--- src/rtl/flash_pkg.sv ---
// Shared definitions for the flash read path: FSM states, command opcode and
// the bit budget of a single 0x03 read transaction.
package flash_pkg;

  typedef enum logic [2:0] {
    ST_IDLE,
    ST_CMD,
    ST_ADDR,
    ST_DATA,
    ST_DONE,
    ST_GAP
  } flash_state_e;

  localparam logic [7:0] FLASH_CMD_READ = 8'h03;

  localparam int CMD_BITS   = 8;
  localparam int ADDR_BITS  = 24;
  localparam int DATA_BITS  = 32;
  localparam int TOTAL_BITS = CMD_BITS + ADDR_BITS + DATA_BITS;
  localparam int BIT_CNT_W  = $clog2(TOTAL_BITS);

  // Flash returns the lowest-addressed byte first; it belongs in rdata[7:0].
  function automatic logic [31:0] byte_swap32(input logic [31:0] w);
    return {w[7:0], w[15:8], w[23:16], w[31:24]};
  endfunction

endpackage

--- src/rtl/spi_bit_engine.sv ---
// SPI mode-0 bit engine: one 64-bit shift register carries cmd+addr out on
// MOSI and collects the 32 data bits from MISO in its low half.
module spi_bit_engine
  import flash_pkg::*;
#(
  parameter int CLK_DIV = 1
) (
  input  logic                 clk,
  input  logic                 rst,
  input  logic                 start,
  input  logic [ADDR_BITS-1:0] addr,
  input  logic                 miso,
  output logic                 sck,
  output logic                 mosi,
  output logic                 bit_end,
  output logic [BIT_CNT_W-1:0] bit_cnt,
  output logic [DATA_BITS-1:0] rx_word
);

  localparam logic [4:0] HALF = 5'(CLK_DIV);
  localparam logic [4:0] LAST = 5'(2 * CLK_DIV - 1);

  logic                  active;
  logic [4:0]            phase;
  logic [TOTAL_BITS-1:0] sr;
  logic [TOTAL_BITS-1:0] sr_nxt;
  logic                  sample;
  logic                  in_data;
  logic                  last_bit;

  always_comb begin
    // NOTE: every signal gets a default before any branch, so no latch can be inferred.
    sr_nxt   = sr;
    in_data  = bit_cnt >= BIT_CNT_W'(CMD_BITS + ADDR_BITS);
    sample   = active && (phase == HALF);
    bit_end  = active && (phase == LAST);
    last_bit = bit_cnt == BIT_CNT_W'(TOTAL_BITS - 1);
    if (sample) sr_nxt = {sr[TOTAL_BITS-2:0], in_data & miso};
  end

  // With CLK_DIV=1 the final sample and the last bit end share an edge,
  // so the word is taken from the post-shift value.
  assign rx_word = sr_nxt[DATA_BITS-1:0];

  // NOTE: sequential state uses non-blocking assignments so all flops update together.
  always_ff @(posedge clk) begin
    // NOTE: reset clears every register explicitly; nothing relies on power-up values.
    if (rst) begin
      active  <= 1'b0;
      phase   <= '0;
      bit_cnt <= '0;
      sr      <= '0;
      sck     <= 1'b0;
      mosi    <= 1'b0;
    end else if (start) begin
      active  <= 1'b1;
      phase   <= '0;
      bit_cnt <= '0;
      sr      <= {FLASH_CMD_READ, addr, {DATA_BITS{1'b0}}};
      sck     <= 1'b0;
      mosi    <= FLASH_CMD_READ[7];
    end else if (active) begin
      sr <= sr_nxt;
      if (bit_end) begin
        phase <= '0;
        sck   <= 1'b0;
        if (last_bit) begin
          active <= 1'b0;
          mosi   <= 1'b0;
        end else begin
          bit_cnt <= bit_cnt + BIT_CNT_W'(1);
          mosi    <= sr_nxt[TOTAL_BITS-1];
        end
      end else begin
        phase <= phase + 5'd1;
        sck   <= (phase + 5'd1) >= HALF;
      end
    end
  end

endmodule

--- src/rtl/flash_read_arbiter.sv ---
// Two-requester round-robin front end for 32-bit SPI flash reads (0x03).
// Owns the transaction FSM; bit timing lives in spi_bit_engine.
module flash_read_arbiter
  import flash_pkg::*;
#(
  parameter int CLK_DIV = 1,
  parameter int CS_GAP  = 2
) (
  input  logic        clk,
  input  logic        rst,
  input  logic [1:0]  req,
  input  logic [23:0] addr0,
  input  logic [23:0] addr1,
  output logic [1:0]  done,
  output logic [31:0] rdata,
  output logic        busy,
  output logic        flash_spi_cs_n,
  output logic        flash_spi_clk,
  output logic        flash_spi_mosi,
  input  logic        flash_spi_miso,
  output logic        flash_spi_wp_n,
  output logic        flash_spi_hold_n
);

  flash_state_e         state, state_nxt;
  logic                 grant;
  logic                 last_grant;
  logic                 winner;
  logic                 start;
  logic [3:0]           gap_cnt;
  logic                 bit_end;
  logic [BIT_CNT_W-1:0] bit_cnt;
  logic [DATA_BITS-1:0] rx_word;

  assign start = (state == ST_IDLE) && (req != 2'b00);

  // A lone requester wins outright; on a tie the one not served last wins.
  always_comb begin
    winner = ~last_grant;
    unique case (req)
      2'b01:   winner = 1'b0;
      2'b10:   winner = 1'b1;
      default: winner = ~last_grant;
    endcase
  end

  spi_bit_engine #(.CLK_DIV(CLK_DIV)) u_engine (
    .clk     (clk),
    .rst     (rst),
    .start   (start),
    .addr    (winner ? addr1 : addr0),
    .miso    (flash_spi_miso),
    .sck     (flash_spi_clk),
    .mosi    (flash_spi_mosi),
    .bit_end (bit_end),
    .bit_cnt (bit_cnt),
    .rx_word (rx_word)
  );

  always_ff @(posedge clk) begin
    if (rst) state <= ST_IDLE;
    else     state <= state_nxt;
  end

  always_comb begin
    state_nxt = state;
    unique case (state)
      ST_IDLE: if (start) state_nxt = ST_CMD;
      ST_CMD:  if (bit_end && bit_cnt == BIT_CNT_W'(CMD_BITS - 1)) state_nxt = ST_ADDR;
      ST_ADDR: if (bit_end && bit_cnt == BIT_CNT_W'(CMD_BITS + ADDR_BITS - 1)) state_nxt = ST_DATA;
      ST_DATA: if (bit_end && bit_cnt == BIT_CNT_W'(TOTAL_BITS - 1)) state_nxt = ST_DONE;
      ST_DONE: state_nxt = ST_GAP;
      ST_GAP:  if (gap_cnt == 4'd0) state_nxt = ST_IDLE;
      default: state_nxt = ST_IDLE;
    endcase
  end

  always_comb begin
    flash_spi_cs_n = !(state inside {ST_CMD, ST_ADDR, ST_DATA});
    busy           = state != ST_IDLE;
    done           = 2'b00;
    if (state == ST_DONE) done = grant ? 2'b10 : 2'b01;
  end

  always_ff @(posedge clk) begin
    if (rst) begin
      grant      <= 1'b0;
      last_grant <= 1'b1;
      gap_cnt    <= '0;
      rdata      <= '0;
    end else begin
      if (start) begin
        grant      <= winner;
        last_grant <= winner;
      end
      if (state == ST_DATA && state_nxt == ST_DONE) rdata <= byte_swap32(rx_word);
      if (state == ST_DONE)                          gap_cnt <= 4'(CS_GAP - 1);
      else if (state == ST_GAP && gap_cnt != 4'd0)   gap_cnt <= gap_cnt - 4'd1;
    end
  end

  assign flash_spi_wp_n   = 1'b1;
  assign flash_spi_hold_n = 1'b1;

endmodule

--- config.mk ---
export PLATFORM = sky130hd
export DESIGN_NAME = flash_read_arbiter
export DESIGN_NICKNAME = d
export VERILOG_FILES = /design/src/rtl/flash_pkg.sv /design/src/rtl/spi_bit_engine.sv /design/src/rtl/flash_read_arbiter.sv
export SDC_FILE = /design/constraint.sdc
export NUM_CORES = 1
export LEC_CHECK = 0
export ABC_CLOCK_PERIOD_IN_PS = 4270
export CAP_MARGIN = 20
export CORE_MARGIN = 2
export CORE_UTILIZATION = 55
export CTS_BUF_LIST = sky130_fd_sc_hd__clkbuf_16
export CTS_CLUSTER_DIAMETER = 80
export DETAILED_ROUTE_END_ITERATION = 8
export GPL_ROUTABILITY_DRIVEN = 0
export HOLD_SLACK_MARGIN = 0.05
export PLACE_DENSITY_LB_ADDON = 0.12
export SYNTH_ARGS = -nofsm -noshare
export SYNTH_HDL_FRONTEND = slang
export SYNTH_SLANG_ARGS = --single-unit
--- constraint.sdc ---
create_clock -name clk -period 4.27 [get_ports clk]
set_input_delay 0.427 -clock clk [delete_from_list [all_inputs] [get_ports clk]]
set_output_delay 0.427 -clock clk [all_outputs]
set_load 0.005 [all_outputs]
* Yosys cells after proc, flatten, opt, wreduce, memory -nomap -nowiden
Cells that the tools add are included.
Operators by class: $add $sub $neg 3, div/mod/pow operators 0, shift-type cells 0, $lt $le $gt $ge 2, $mul 0, equality and inequality tests 12, bitwise operators 3, reductions and logical operators 22, multiplexer cells 22
Operators with widths (number):
- 2-to-1 mux 58 bit | 2
- 2-to-1 mux 64 bit | 1
- 2-to-1 mux 24 bit | 1
- one-hot mux 3 bit (6 select lines) | 1
- 2-to-1 mux 3 bit | 5
- equality test 3 bit (second input constant) | 3
- 2-to-1 mux 1 bit | 8
- nonzero test 2 bit | 4
- logical AND 1 bit | 7
- adder 6 x 1 -> 6 bit (second input constant) | 1
- equality test 3 x 2 -> 1 bit (second input constant) | 2
- equality test 6 x 3 -> 1 bit (second input constant) | 1
- equality test 6 x 5 -> 1 bit (second input constant) | 1
- equality test 6 bit (second input constant) | 1
- >= comparator 6 bit (second input constant) | 1
- nonzero test 3 bit | 2
- adder 5 x 1 -> 5 bit (second input constant) | 1
- equality test 5 x 1 -> 1 bit (second input constant) | 1
- >= comparator 5 x 1 -> 1 bit (second input constant) | 1
- 2-to-1 mux 5 bit | 1
- logical NOT 4 bit | 1
- 2-to-1 mux 2 bit | 2
- AND reduction 2 bit | 2
- nonzero test 4 bit | 1
- 11 further kinds | 13
Word-level totals: memories kept 0, memory bits (writable) 0, bits in registers 119, output and inout port bits 40, bits in latches 0, input bits 53, bits in read-only memories 0

* Depth between registers and ports, before layout
Gate-level depths: netlist of the first run.
depth after elaboration 7, gate-level depth with buffers 9

* Cells and area by module
A second synthesis of the first run with hierarchy kept.
Second synthesis, totals: cells, all modules 702, area, all modules 5944.5 sq um
Modules (own cells, without submodules):
- spi_bit_engine | cells each 464, sequential area each 1541.5 sq um, times used 1, area each 3952.5 sq um
- flash_read_arbiter | cells each 238, sequential area each 820.8 sq um, times used 1, area each 1991.9 sq um

* Worst setup path after synthesis of the first run
No wires, ideal clock.
kind input-to-reg, from in req[0], to reg u_engine.sr[38], required time 4.122 ns, setup slack 2.404 ns, stages on the path 6, library setup time 0.148 ns, buffers on the path 1, arrival time 1.718 ns, cells stage by stage inv_1 -> ha_1 -> a21oi_2 -> buf_2 -> mux2i_1 -> a221oi_2
On the way: word-level cells in the longest chain between the ends 4
Ends and longest elaborated chain:
- from (decl) | RTL line flash_read_arbiter.sv:11 | input logic [1:0] req,
- equality test 2 bit (tied with other cells) | RTL line flash_read_arbiter.sv:40 | unique case (req)
- one-hot mux 1 bit (2 select lines) / logical AND 1 bit (equally long branches) | RTL line flash_read_arbiter.sv:40, flash_read_arbiter.sv:35
- 2-to-1 mux 24 bit / nonzero test 2 bit (equally long branches)
- 2-to-1 mux 58 bit / AND reduction 2 bit (equally long branches)
- to (signal assigned) | RTL line spi_bit_engine.sv:59 | sr <= {FLASH_CMD_READ, addr, {DATA_BITS{1'b0}}};
- to (signal assigned) | RTL line spi_bit_engine.sv:63 | sr <= sr_nxt;
- to (decl) | RTL line spi_bit_engine.sv:25 | logic [TOTAL_BITS-1:0] sr;
Parallel ways exist; a longest one is shown, timed or not. A chain may end at the register's enable or synchronous reset.

* Worst setup path in the final report of the first run
from reg state[1], to reg rdata[30]
On the way: word-level cells in the longest chain between the ends 6
Ends and longest elaborated chain:
- from (decl) | RTL line flash_read_arbiter.sv:25 | flash_state_e state, state_nxt;
- from (signal assigned) | RTL line flash_read_arbiter.sv:62 | else state <= state_nxt;
- logical NOT 3 bit | RTL line flash_read_arbiter.sv:35, flash_read_arbiter.sv:67
- logical AND 1 bit | RTL line flash_read_arbiter.sv:35 | assign start = (state == ST_IDLE) && (req != 2'b00);
- 2-to-1 mux 3 bit | RTL line flash_read_arbiter.sv:68 | ST_IDLE: if (start) state_nxt = ST_CMD;
- one-hot mux 3 bit (6 select lines) | RTL line flash_read_arbiter.sv:67 | unique case (state)
- equality test 3 bit | RTL line flash_read_arbiter.sv:96 | if (state == ST_DATA && state_nxt == ST_DONE) rdata <= byte_swap32(rx_word);
- logical AND 1 bit * | RTL line flash_read_arbiter.sv:96
- to (signal assigned) | RTL line flash_read_arbiter.sv:96
- to (decl) | RTL line flash_read_arbiter.sv:15 | output logic [31:0] rdata,
Mark *: on every way between the ends. The rest lies on a longest branch, timed or not.

==> results of run 1 <==
==> sequential cells by signal, indices dropped and copies added, names as in the netlist <==
register,cells
rdata,32
u_engine.sck,1
u_engine.mosi,1
state,3
u_engine.phase,5
grant,1
gap_cnt,4
u_engine.active,1
last_grant,1
u_engine.bit_cnt,6
u_engine.sr,63
==> cell type report <==
cell class / instances / share of cell area
clock inverter: 15 / 0.0179
tap: 129 / 0.0241
multi-input combinational: 364 / 0.395
sequential: 118 / 0.353
inverter: 11 / 0.00616
timing repair buffer: 95 / 0.140
clock buffer: 17 / 0.0635
==> how the worst max path moves through the flow <==
stage / from / to / slack (ns)
floorplan: req[0] / u_engine.sr[38]$_SDFFE_PP0P_ / 2.40
global placement: req[0] / u_engine.sck$_SDFFE_PP0P_ / 1.42
detailed placement: req[1] / u_engine.sck$_SDFFE_PP0P_ / 1.32
CTS: u_engine.phase[0]$_SDFFE_PP0P_ / u_engine.sr[54]$_SDFFE_PP0P_ / 1.59
global route: state[1]$_SDFF_PP0_ / rdata[30]$_SDFFE_PP0P_ / 1.52
finish: state[1]$_SDFF_PP0_ / rdata[30]$_SDFFE_PP0P_ / 1.72
==> synth_stat cells (3+ instances only) <==
cell type	number
dfxtp_1	118
a21oi_1	71
mux2i_1	56
nand2_1	46
nor2_1	46
a211oi_2	30
buf_2	24
a221oi_2	14
clkbuf_1	12
buf_4	11
inv_1	11
a221oi_1	10
nor3_1	9
ha_1	8
nand3_1	6
nand4_1	6
a211oi_1	5
a31oi_1	5
xnor2_1	5
and2_1	4
buf_6	4
nand2b_1	3
o21ai_0	3
or3_1	3
xor2_1	3
==> stage by stage <==
| stage | worst slack [ns] | util |
|---|---|---|
| 2_1_floorplan | 2.40 | - |
| 3_3_place_gp | 1.42 | 0.658 |
| 3_5_place_dp | 1.32 | 0.658 |
| 4_1_cts | 1.59 | 0.717 |
| 5_1_grt | 1.52 | 0.718 |
| 6_report | 1.72 | 0.718 |
==> power groups by stage <==
stage                     combinational [W]  sequential [W]  clock [W]
final                              0.000243         0.00116    0.00129
after global routing               0.000267         0.00116    0.00135
after CTS                          0.000245         0.00116    0.00130
after detailed placement           0.000244         0.00118          0
after global placement             0.000237         0.00118          0
after floorplan                    0.000178         0.00117          0
==> kinds of logic (layout without fill, tap and decap cells) <==
group	after synthesis	count (layout)	synth area share
AOI/OAI and AO/OA	153	153	0.232
and+or+nand+nor	137	137	0.123
DFF	118	118	0.444
buffers and inverters	63	138	0.0635
muxes	56	56	0.105
adders and majority gates	8	8	0.0188
xor gates and xnor gates	8	8	0.0132
other	1	2	0.000705
==> routing by layer <==
metal  global-route usage  up-vias
met5                    0        -
met4               0.0779        0
met2                0.391      102
met1                0.276     2044
met3               0.0622       14
li1                     -     2093
==> worst register-to-register path, cell delays in order (launching register included) <==
cell and delay (ns):
dfxtp_1 0.59, inv_1 0.19, nor3_4 0.20, buf_4 0.37, and2_2 0.86, a211oi_1 0.19
==> metrics.txt, run 1 <==
outcome=completed; Clock Tree Root=clkbuf_16; Hold Vio Cnt, Final=0; die area=0.0105 mm2; TritonCTS clock tree=built; clock network fraction of design power=0.480; Gates resized, CTS repair=0; Worst Path Required=4.52 ns; fillers=735; synthesized cell area=0.00532 mm2; hold bufs inserted after CTS=0; startpoint class of the critical path=register; WP data arrival=2.80 ns; post-route insts no fill=749; Post-synth EDFFs=0; clock sink count=118; initial antenna violation count=0; Slew HR=0.351; PwrDens=402 mW/mm2; Top delay family on crit path=simple AND/OR/NAND/NOR gates; cell count after synthesis=544; Synth top area share=0.444; Synth Flop Type=dfxtp_1; worst-path fanout max=34; Endpoint, Worst Hold=u_engine.sr[62]$_SDFFE_PP0P_; total gr overflow=0; Comb pwr share=0.090; Final Total Pwr=0.00269 W; GRT Overall Usage=0.228; initial core utilization=0.570; CTS max path bufs=2; WL met1=5080 um; # H-tree levels=4; Final Cycle Share=0.597; Crit path largest cell delay=0.85 ns; first-pass GRT wire length=18800 um; Vias=4253; port bufs=90; clk_skew=0.0129 ns; Diodes inserted=0; CTS Buf Count=17; critical path capture point type=register; # DRC=0; Die X=102 um; Switch Pwr=0.000686 W; maxcap violations=0; Hold Path Depth=2; Post-synth ARST share=0; CORE AREA=0.00933 mm2; cell row count=35; RSZ-0062 raised after global routing=false; area of the multi-input gates=0.00265 mm2; Mean Syn Cell Area=9.78 um2; Peak Freq=0.392 GHz; Hold Crit Start=u_engine.sr[61]$_SDFFE_PP0P_; dpl cells=716; DR iter-0 viols=178; largest net degree at the start of global routing=71; cell taking the most area after synthesis=dfxtp_1; Max Slew Vio Count=0; hold_ws=0.449 ns; setup TNS=0 ns; commonest non-fill, non-tap cell in the layout=dfxtp_1; DP Area=0.00614 mm2; Setup CP Type=register to register; Final nets=668; hold crit path type=register to register; FF-to-FF setup slack=1.72 ns; Die Span Y=102 um; Final ANT Viol Nets=0; Seq cells post-synth=118; postcts setup bufs=0; DR WL met3=454 um; Cell Int Power=0.00201 W; Worst-Skew Late Latency=0.41 ns; Highest Signal Layer=met4; Detailed Routing Iterations Pass 1=4; I/O Pins=93; maximum vdd ir drop=0.000295 V; Design Area, Final=0.00670 mm2; Layout area overhead=25.9%; Least-Margin Pin Slew=0.972 ns; clock-pin slew on the worst setup and hold paths=0.06 ns; Via-to-Cell Ratio=5.68; FF-to-FF End=rdata[30]$_SDFFE_PP0P_; Sw Ratio=0.255; sequential fraction of the synthesis area=0.444; number of distinct library cells after synthesis=49; Total Routed Length=11100 um; met2 WL=5490 um; Crit path depth=5; R2R Path Start=state[1]$_SDFF_PP0_; YS warnings=0; crit-path cells=inv_1 > nor3_4 > buf_4 > and2_2 > a211oi_1; number of global-route vias before repair=4192; synth top area cells=dfxtp_1 44%, mux2i_1 11%, a211oi_2 7.1%; DR WL/cell=14.9 um; layout cell share with drive strength beyond 1=0.144; Final min period=2.55 ns; commonest non-fill, non-tap cells in the layout=118 x dfxtp_1, 89 x clkdlybuf4s50_1, 71 x a21oi_1, 56 x mux2i_1, 46 x nor2_1; Reg power frac=0.430; Buf/Inv on CP=2; Seq. cell area=0.00236 mm2; DP Wirelength=6980 um; worst reg-to-reg path cell count=5; CP max stage cell=and2_2; LEAKAGE=2.60 nW; Setup Viol. Count Final=0
Note: power is estimated with default switching activity, not from simulation.
==> run 2: changes to the inputs <==
- ABC_CLOCK_PERIOD_IN_PS: 4270 -> 2200
- CORE_UTILIZATION: 55 -> 48
- clock period: 4.27 -> 2.2 ns (I/O delays scaled with it)
==> run 2 against run 1 <==
Compared with the run above:
- final cell count grew 3.3%
- via count decreased by 1.0%
- setup slack worse by 1.5 ns
- register-to-register slack worse by 1.5 ns
- critical path type is now register to primary output
- largest power group unchanged
==> metrics.txt, run 2 (synthesized netlist as in run 1, its figures left out) <==
Total Routed Length=11200 um (was 11100 um); DR iter-0 viols=207 (was 178); Regs by FF count=u_engine.sr: 63 flops, rdata: 32 flops, u_engine.bit_cnt: 6 flops (unchanged); Hold Path Depth=2 (unchanged); Hold Vio Cnt, Final=0 (unchanged); LEAKAGE=2.73 nW (was 2.60 nW); Die X=109 um (was 102 um); Final Total Pwr=0.00531 W (was 0.00269 W); Detailed Routing Iterations Pass 1=7 (was 4); critical path capture point type=primary output (was register); Vias=4209 (was 4253); CORE AREA=0.0108 mm2 (was 0.00933 mm2); number of global-route vias before repair=3954 (was 4192); DP Wirelength=7450 um (was 6980 um); setup TNS=0 ns (unchanged); RSZ-0062 raised after global routing=false (unchanged); maximum vdd ir drop=0.000654 V (was 0.000295 V); Endpoint, Worst Hold=u_engine.sr[46]$_SDFFE_PP0P_ (was u_engine.sr[62]$_SDFFE_PP0P_); WP data arrival=1.81 ns (was 2.80 ns); TritonCTS clock tree=built (unchanged); # H-tree levels=4 (unchanged); largest net degree at the start of global routing=54 (was 71); Die Span Y=109 um (was 102 um); worst-path fanout max=10 (was 34); clock-pin slew on the worst setup and hold paths=0.05 ns (was 0.06 ns); Final min period=2.03 ns; Worst-Skew Late Latency=0.41 ns (about the same); clock sink count=118 (unchanged); Seq. cell area=0.00236 mm2 (unchanged); PwrDens=766 mW/mm2 (was 402 mW/mm2); Via-to-Cell Ratio=5.44 (was 5.68); maxcap violations=0 (unchanged); clock network fraction of design power=0.478 (was 0.480); hold bufs inserted after CTS=0 (unchanged); Cell Int Power=0.00410 W (was 0.00201 W); CTS max path bufs=2 (unchanged); Peak Freq=0.493 GHz; clk_skew=0.0108 ns (was 0.0129 ns); total gr overflow=0 (unchanged); die area=0.0119 mm2 (was 0.0105 mm2); initial antenna violation count=0 (unchanged); # DRC=0 (unchanged); Comb pwr share=0.099 (was 0.090); Worst Path Required=1.98 ns (was 4.52 ns); DR WL/cell=14.5 um (was 14.9 um); Final nets=682 (was 668); Setup Viol. Count Final=0 (unchanged); Sw Ratio=0.227 (was 0.255); Max Slew Vio Count=0 (unchanged); area of the multi-input gates=0.00265 mm2 (unchanged); FF-to-FF End=rdata[26]$_SDFFE_PP0P_ (was rdata[30]$_SDFFE_PP0P_); FF-to-FF setup slack=0.25 ns (was 1.72 ns); Final Cycle Share=0.922; first-pass GRT wire length=18500 um (was 18800 um); commonest non-fill, non-tap cells in the layout=118 x dfxtp_1, 89 x clkdlybuf4s50_1, 71 x a21oi_1, 56 x mux2i_1, 46 x nor2_1 (unchanged); Reg power frac=0.422 (was 0.430); outcome=completed (unchanged); layout cell share with drive strength beyond 1=0.153 (was 0.144); initial core utilization=0.491 (was 0.570); commonest non-fill, non-tap cell in the layout=dfxtp_1 (unchanged); fillers=897 (was 735); Setup CP Type=register to primary output (was register to register); Design Area, Final=0.00693 mm2 (was 0.00670 mm2); Biggest register=u_engine.sr (unchanged); worst reg-to-reg path cell count=8 (was 5); Layout Utilization=0.639 (was 0.718); Layout area overhead=30.2% (was 25.9%); Switch Pwr=0.00121 W (was 0.000686 W); hold crit path type=input pin to register (was register to register); startpoint class of the critical path=register (unchanged); hold_ws=0.153 ns (was 0.449 ns); port bufs=90 (unchanged); cell row count=38 (was 35); Diodes inserted=0 (unchanged); Clock Tree Root=clkbuf_16 (unchanged); postcts setup bufs=0 (unchanged); max FFs per register=63 (unchanged); CTS Buf Count=17 (unchanged); DP Area=0.00638 mm2 (was 0.00614 mm2); R2R Path Start=u_engine.phase[1]$_SDFFE_PP0P_ (was state[1]$_SDFF_PP0_); Hold Crit Start=rst (was u_engine.sr[61]$_SDFFE_PP0P_); Final ANT Viol Nets=0 (unchanged); GRT Overall Usage=0.197 (was 0.228); I/O Pins=93 (unchanged); Gates resized, CTS repair=0 (unchanged)
[run 2: layout make-up]
| class | count | area share |
|---|---|---|
| multi-input combinational | 364 | 0.382 |
| clock inverter | 15 | 0.0177 |
| inverter | 11 | 0.00596 |
| tap | 140 | 0.0253 |
| sequential | 118 | 0.341 |
| timing repair buffer | 109 | 0.166 |
| clock buffer | 17 | 0.0614 |
[run 2: worst max path at each step]
stage                                   startpoint                               end  slack, ns  depth (start not counted)
global route                   state[1]$_SDFF_PP0_                           done[0]       0.05                          4
finish                         state[2]$_SDFF_PP0_                    flash_spi_cs_n       0.17                          3
floorplan           u_engine.phase[1]$_SDFFE_PP0P_               state[2]$_SDFF_PP0_       0.43                          8
global placement                            req[0]  u_engine.bit_cnt[5]$_SDFFE_PP0P_       0.13                          7
CTS                            state[2]$_SDFF_PP0_                    flash_spi_cs_n       0.15                          3
detailed placement                          req[1]      u_engine.sr[28]$_SDFFE_PP0P_        0.1                          7
[run 2: power by group through the flow]
stage	registers [W]	clock network, W	logic, W
2_1_floorplan	0.00227	0	0.000345
4_1_cts	0.00224	0.00261	0.000533
3_5_place_dp	0.00229	0	0.000531
3_3_place_gp	0.00228	0	0.000520
5_1_grt	0.00225	0.00269	0.000580
6_report	0.00224	0.00254	0.000526
[run 2: critical path, cell delays in order, from the launching register on]
cell             delay [ns]
dfxtp_1                0.54
inv_1                  0.15
o21ai_0                0.13
clkdlybuf4s50_1        0.58
[run 2: metrics by stage]
stage	setup WS, ns	cells
after CTS	0.147	774
final	0.172	774
after floorplan	0.433	545
after global routing	0.0461	774
after detailed placement	0.0971	742
after global placement	0.129	742
[run 2: metal layers]
metal / vias to the layer above / routed length, um / GRT usage
met1: 2004 / 5180 / 0.252
li1: 2122 / - / -
met5: - / 0 / 0
met3: 10 / 448 / 0.0550
met4: 0 / 95 / 0.0732
met2: 73 / 5510 / 0.316
==> run 3: changes to the inputs <==
- CTS_CLUSTER_DIAMETER: 80 -> default
==> results of run 3 <==
Same layout as run 2: the final DEF is identical, and so are final timing and power.
